<file path="src/rtl/dsp_pkg.sv">
// Shared defaults and sizing helpers for the DSP issue/return controller.
package dsp_pkg;

  localparam int A_W_DEF       = 18;
  localparam int C_W_DEF       = 48;
  localparam int DSP_LAT_DEF   = 4;
  localparam int RES_DEPTH_DEF = 8;

  // Width needed to hold every value from 0 to depth inclusive.
  function automatic int cnt_w(input int depth);
    return $clog2(depth + 1);
  endfunction

endpackage

</file>
<file path="src/rtl/dsp_result_fifo.sv">
// First-word fall-through result FIFO; depth need not be a power of two.
module dsp_result_fifo
  import dsp_pkg::*;
#(
  parameter int WIDTH = C_W_DEF,
  parameter int DEPTH = RES_DEPTH_DEF
) (
  input  logic                      clk,
  input  logic                      rst_n,
  input  logic                      push,
  input  logic [WIDTH-1:0]          din,
  input  logic                      pop,
  output logic [WIDTH-1:0]          dout,
  output logic                      full,
  output logic                      empty,
  output logic [cnt_w(DEPTH)-1:0]   count
);

  localparam int PTR_W = (DEPTH > 1) ? $clog2(DEPTH) : 1;
  localparam int CNT_W = cnt_w(DEPTH);

  logic [WIDTH-1:0] mem_q [DEPTH];
  logic [PTR_W-1:0] wr_ptr_q, wr_ptr_d;
  logic [PTR_W-1:0] rd_ptr_q, rd_ptr_d;
  logic [CNT_W-1:0] count_q, count_d;
  logic             push_ok, pop_ok;

  function automatic logic [PTR_W-1:0] next_ptr(input logic [PTR_W-1:0] ptr);
    if (ptr == PTR_W'(DEPTH - 1)) return '0;
    return ptr + 1'b1;
  endfunction

  assign empty = (count_q == '0);
  assign full  = (count_q == CNT_W'(DEPTH));
  assign count = count_q;
  assign dout  = empty ? '0 : mem_q[rd_ptr_q];

  // A push into a full FIFO is legal only when the head leaves on the same edge.
  assign pop_ok  = pop & ~empty;
  assign push_ok = push & (~full | pop_ok);

  always_comb begin
    wr_ptr_d = wr_ptr_q;
    rd_ptr_d = rd_ptr_q;
    count_d  = count_q;
    if (push_ok) wr_ptr_d = next_ptr(wr_ptr_q);
    if (pop_ok)  rd_ptr_d = next_ptr(rd_ptr_q);
    case ({push_ok, pop_ok})
      2'b10:   count_d = count_q + 1'b1;
      2'b01:   count_d = count_q - 1'b1;
      default: count_d = count_q;
    endcase
  end

  always_ff @(posedge clk or negedge rst_n) begin
    if (!rst_n) begin
      wr_ptr_q <= '0;
      rd_ptr_q <= '0;
      count_q  <= '0;
    end else begin
      wr_ptr_q <= wr_ptr_d;
      rd_ptr_q <= rd_ptr_d;
      count_q  <= count_d;
    end
  end

  always_ff @(posedge clk) begin
    if (push_ok) mem_q[wr_ptr_q] <= din;
  end

endmodule

</file>
<file path="src/rtl/dsp_issue_ctrl.sv">
// Issues operand sets to the DSP slice, tracks their latency with a tag pipe
// and returns results in issue order under credit-based flow control.
module dsp_issue_ctrl
  import dsp_pkg::*;
#(
  parameter int A_W       = A_W_DEF,
  parameter int C_W       = C_W_DEF,
  parameter int DSP_LAT   = DSP_LAT_DEF,
  parameter int RES_DEPTH = RES_DEPTH_DEF
) (
  input  logic                          clk,
  input  logic                          rst_n,
  input  logic                          in_valid,
  output logic                          in_ready,
  input  logic [A_W-1:0]                in_a,
  input  logic [A_W-1:0]                in_b,
  input  logic [C_W-1:0]                in_c,
  input  logic [A_W-1:0]                in_d,
  output logic [A_W-1:0]                dsp_a,
  output logic [A_W-1:0]                dsp_b,
  output logic [C_W-1:0]                dsp_c,
  output logic [A_W-1:0]                dsp_d,
  input  logic [C_W-1:0]                dsp_p,
  output logic                          out_valid,
  input  logic                          out_ready,
  output logic [C_W-1:0]                out_p,
  output logic [cnt_w(RES_DEPTH)-1:0]   inflight,
  output logic                          busy
);

  localparam int CNT_W = cnt_w(RES_DEPTH);

  logic [A_W-1:0]     dsp_a_q, dsp_b_q, dsp_d_q;
  logic [C_W-1:0]     dsp_c_q;
  logic [DSP_LAT-1:0] tag_q, tag_d;
  logic [CNT_W-1:0]   inflight_q, inflight_d;
  logic               issue, pop;
  logic               fifo_push, fifo_full, fifo_empty;
  logic [CNT_W-1:0]   fifo_count;

  // Credits cover both the tag pipe and the FIFO, so a maturing op always has a slot.
  assign in_ready = (inflight_q < CNT_W'(RES_DEPTH));
  assign issue    = in_valid & in_ready;
  assign pop      = out_valid & out_ready;
  assign inflight = inflight_q;
  assign busy     = (inflight_q != '0);

  assign dsp_a = dsp_a_q;
  assign dsp_b = dsp_b_q;
  assign dsp_c = dsp_c_q;
  assign dsp_d = dsp_d_q;

  generate
    if (DSP_LAT == 1) begin : g_tag_single
      assign tag_d = issue;
    end else begin : g_tag_shift
      assign tag_d = {tag_q[DSP_LAT-2:0], issue};
    end
  endgenerate

  assign fifo_push = tag_q[DSP_LAT-1];

  always_comb begin
    inflight_d = inflight_q;
    case ({issue, pop})
      2'b10:   inflight_d = inflight_q + 1'b1;
      2'b01:   inflight_d = inflight_q - 1'b1;
      default: inflight_d = inflight_q;
    endcase
  end

  always_ff @(posedge clk or negedge rst_n) begin
    if (!rst_n) begin
      tag_q      <= '0;
      inflight_q <= '0;
    end else begin
      tag_q      <= tag_d;
      inflight_q <= inflight_d;
    end
  end

  // Operand registers hold between issues so the DSP sees stable inputs.
  always_ff @(posedge clk or negedge rst_n) begin
    if (!rst_n) begin
      dsp_a_q <= '0;
      dsp_b_q <= '0;
      dsp_c_q <= '0;
      dsp_d_q <= '0;
    end else if (issue) begin
      dsp_a_q <= in_a;
      dsp_b_q <= in_b;
      dsp_c_q <= in_c;
      dsp_d_q <= in_d;
    end
  end

  dsp_result_fifo #(
    .WIDTH (C_W),
    .DEPTH (RES_DEPTH)
  ) u_fifo (
    .clk   (clk),
    .rst_n (rst_n),
    .push  (fifo_push),
    .din   (dsp_p),
    .pop   (pop),
    .dout  (out_p),
    .full  (fifo_full),
    .empty (fifo_empty),
    .count (fifo_count)
  );

  assign out_valid = ~fifo_empty;

  a_no_overflow: assert property (@(posedge clk) disable iff (!rst_n)
    !(fifo_push && fifo_full && !pop));
  a_count_le_credit: assert property (@(posedge clk) disable iff (!rst_n)
    fifo_count <= inflight_q);

endmodule

</file>
<file path="config.mk">
export PLATFORM = sky130hd
export DESIGN_NAME = dsp_issue_ctrl
export DESIGN_NICKNAME = d
export VERILOG_FILES = /design/src/rtl/dsp_pkg.sv /design/src/rtl/dsp_result_fifo.sv /design/src/rtl/dsp_issue_ctrl.sv
export SDC_FILE = /design/constraint.sdc
export NUM_CORES = 1
export LEC_CHECK = 0
export ABC_AREA = 1
export ABC_CLOCK_PERIOD_IN_PS = 14400
export BUFFER_PORTS_ARGS = -buffer_cell sky130_fd_sc_hd__buf_2
export CELL_PAD_IN_SITES_DETAIL_PLACEMENT = 1
export CELL_PAD_IN_SITES_GLOBAL_PLACEMENT = 1
export CORE_ASPECT_RATIO = 1.1
export CORE_MARGIN = 5
export CORE_UTILIZATION = 48
export DETAILED_ROUTE_END_ITERATION = 12
export PLACE_DENSITY = 0.85
export SETUP_SLACK_MARGIN = 0.2
export SYNTH_ARGS = -nofsm -noshare
export SYNTH_HDL_FRONTEND = slang
export SYNTH_HIERARCHICAL = 1
export SYNTH_SLANG_ARGS = --single-unit
</file>
<file path="constraint.sdc">
create_clock -name clk -period 14.4 [get_ports clk]
set_clock_uncertainty 0.2 [all_clocks]
set_input_delay 1.44 -clock clk [delete_from_list [all_inputs] [get_ports clk]]
set_output_delay 1.44 -clock clk [all_outputs]
set_load 0.1 [all_outputs]
</file>
==> impl_results.rst <==
.. list-table::
   :header-rows: 1

   * - Metric
     - Value
   * - Critical path's top delay family
     - buffers and inverters
   * - Number of instances in the synthesized netlist
     - ~1700
   * - Outcome
     - completed
   * - Area delta synth->final
     - 18.5%
   * - Clock input transition at the sequential cells of the worst setup and hold paths
     - 60 ps
   * - Via count of the first global-routing pass
     - around 16000
   * - Required time of the critical path
     - between 10000 and 15000 ps
   * - Number of buffers and inverters on the critical path
     - 4
   * - Mean number of vias per cell
     - between 5 and 6
   * - Overall die width
     - around 200 um
   * - Post-synthesis area per instance
     - 11.5 um^2
   * - DRT Wirelength
     - roughly 58 mm
   * - Slowest stage cell, crit path
     - buf_4
   * - CP endpoint kind
     - output port
   * - Remaining DRCs
     - 0
   * - Total vias in the final route
     - about 14000
   * - Reg-to-reg setup timing slack
     - between 10000 and 15000 ps
   * - CTS tree
     - done
   * - Number of warning messages in the yosys log
     - 6
   * - Final #Nets
     - 2190
   * - Buffer count from post-CTS setup fixing
     - 0
   * - Clock Path Buffers
     - 3
   * - Critical path type
     - register to output port
   * - Overall fraction of global-route tracks in use
     - between 20% and 30%
   * - Combined area of the multi-input logic cells
     - 0.00483 mm^2
   * - PortBufs
     - 310
   * - Crit Reg-Reg Startpoint
     - u_fifo/count[1]
   * - End point of the worst hold path
     - tag_q[2]
   * - Starting density of the core
     - between 40% and 50%
   * - Fin. Hold Viols
     - 0
   * - Overflow left after global routing
     - 0
   * - H-tree levels
     - 2
   * - Hold Crit Class
     - register to register
   * - Post-synth net total
     - between 1500 and 2000
   * - Maximum clock rate
     - 175 MHz
   * - Final Core Density
     - between 50% and 60%
   * - Slowest Stage Delay on Critical Path
     - ~980 ps
   * - Root buffer cell
     - clkbuf_16
   * - Worst Hold Launch
     - tag_q[1]
   * - Cell-by-cell listing of the critical path
     - inv_4 > buf_4 > buf_4 > o21ai_0 > o21ai_1 > nor2_1 > nor2_1 > buf_2
   * - Skew-Pair Late Insertion Delay
     - 590 ps
   * - Final critical-path share of the clock period
     - between 30% and 40%
   * - Count of maximum capacitance violations
     - 0
   * - Largest net degree at the start of global routing
     - 122
   * - Number of instances resized during post-cts repair
     - 0
   * - Minimum setup slack in the final design
     - 8670 ps
   * - Post-detail-place hpwl
     - about 34 mm
   * - Routed wire per std cell
     - around 22 um
   * - Worst max-slew margin expressed relative to the limit
     - approximately 12%
   * - Number of fill cells
     - ~4400
   * - Fraction of layout cells with a size suffix above 1
     - around a fifth
   * - Final-layout setup total negative slack
     - 0 ps
   * - Die area
     - between 0.04 and 0.05 mm^2
   * - Post-route minimum period
     - about 5700 ps
   * - Count of pins on the block boundary
     - 311
   * - Inserted Clock Buffers
     - 51
   * - Area occupied by registers
     - 0.0145 mm^2
   * - Global-route wire length before repair
     - 89.0 mm
   * - Number of pins exceeding their max-slew limit in the final report
     - 0
   * - Setup repair after global routing missed its margin
     - no
   * - Cell depth of the worst hold path
     - 0
   * - Drt first-iter violations
     - ~860
   * - Setup slack at placement
     - between 9000 and 10000 ps
   * - Worst reg-to-reg path cell count
     - 8
   * - End of the worst register-to-register path
     - u_fifo/mem_q[2][36]
   * - Final number of setup-violating endpoints
     - 0
   * - Sink Count
     - a little over 500
   * - Overall die height
     - 224 um
   * - Nature of the critical path startpoint
     - register
   * - # hold bufs at CTS
     - 0
   * - Routability-driven placement congestion ratio
     - between 0.7 and 0.8
   * - Rows
     - roughly 80
   * - Initial antenna violation count
     - 15
   * - Crit-path max FO
     - 121
   * - Area of the core
     - 0.0412 mm^2
   * - Length of the first detailed-routing pass in iterations
     - 5
   * - Post-synthesis instance area
     - about 0.020 mm^2
   * - Remaining number of nets flagged by the antenna check after routing
     - 0
   * - Worst-margin pin slew
     - approximately 1300 ps
   * - Worst Path Arrival
     - ~4000 ps
-- routing by layer --
metal  vias to the layer above  global-route usage [%]  part of all wire, %
met4                         8                    6.31                  2.2
met2                       509                    43.5                   52
met5                         -                       0                0.080
met3                        99                    7.57                  8.3
met1                      7189                    30.2                   38
li1                       6514                       -                    -
-- cells in the final DEF (no fill, tap or decap), types with 2 or more instances in the layout --
master,instances
nor2_1,393
edfxtp_1,384
nand2_1,333
buf_2,309
o21ai_0,223
o21ai_1,119
dfrtp_1,117
clkbuf_16,53
buf_4,25
inv_1,20
clkinv_2,12
diode_2,9
ha_1,9
clkinv_1,9
clkbuf_1,8
nor4_2,8
a21oi_1,7
bufinv_16,7
nand3_1,6
inv_2,3
xnor2_1,3
clkbuf_8,3
xor2_1,2
nand3b_1,2
dfrtp_4,2
-- sequential cells by signal, indices dropped and copies added (netlist names) --
signal           count
u_fifo/mem_q       384
dsp_c               48
dsp_a               18
dsp_b               18
dsp_d               18
inflight             4
tag_q                4
u_fifo/count         4
u_fifo/rd_ptr_q      3
u_fifo/wr_ptr_q      3
-- worst max path at each step --
stage	start	end	slack [ps]	depth (start not counted)
2_1_floorplan	out_ready	u_fifo/mem_q[1][0]	7040	5
4_1_cts	u_fifo/rd_ptr_q[0]	out_p[43]	8660	9
3_5_place_dp	u_fifo/rd_ptr_q[0]	out_p[42]	9320	9
5_1_grt	u_fifo/rd_ptr_q[0]	out_p[42]	8380	9
3_3_place_gp	u_fifo/rd_ptr_q[0]	out_p[40]	9360	9
6_report	u_fifo/rd_ptr_q[0]	out_p[42]	8670	8
-- through the flow --
| stage | hold slack (ps) | instances | cell area (um^2) |
|---|---|---|---|
| CTS | 149 | 2629 | 23600 |
| global route | 158 | 2636 | 23700 |
| finish | 146 | 2638 | 23700 |
| detailed placement | 136 | 2533 | 21900 |
| global placement | 135 | 2533 | 21900 |
| floorplan | 131 | 1740 | 20000 |
-- worst register-to-register path: stages (launching register included) --
cell,delay [ps]
dfrtp_1,400
nor2_1,100
nand2_2,60
buf_4,570
inv_1,130
nor2_1,380
o21ai_1,510
nor4_2,820
buf_4,740
-- area by class of cell --
cell class	count	share of cell area [%]
well taps	560	2.96
flip-flops and latches	504	61.4
multi-input cells	1111	20.4
clock inverters	32	1.46
diodes	9	0.0952
repair buffers	334	7.33
inverters	24	0.391
clock buffers	64	5.91
Power is not shown: default switching activity piles up to over one toggle a cycle in this logic, so the estimate is an artifact.
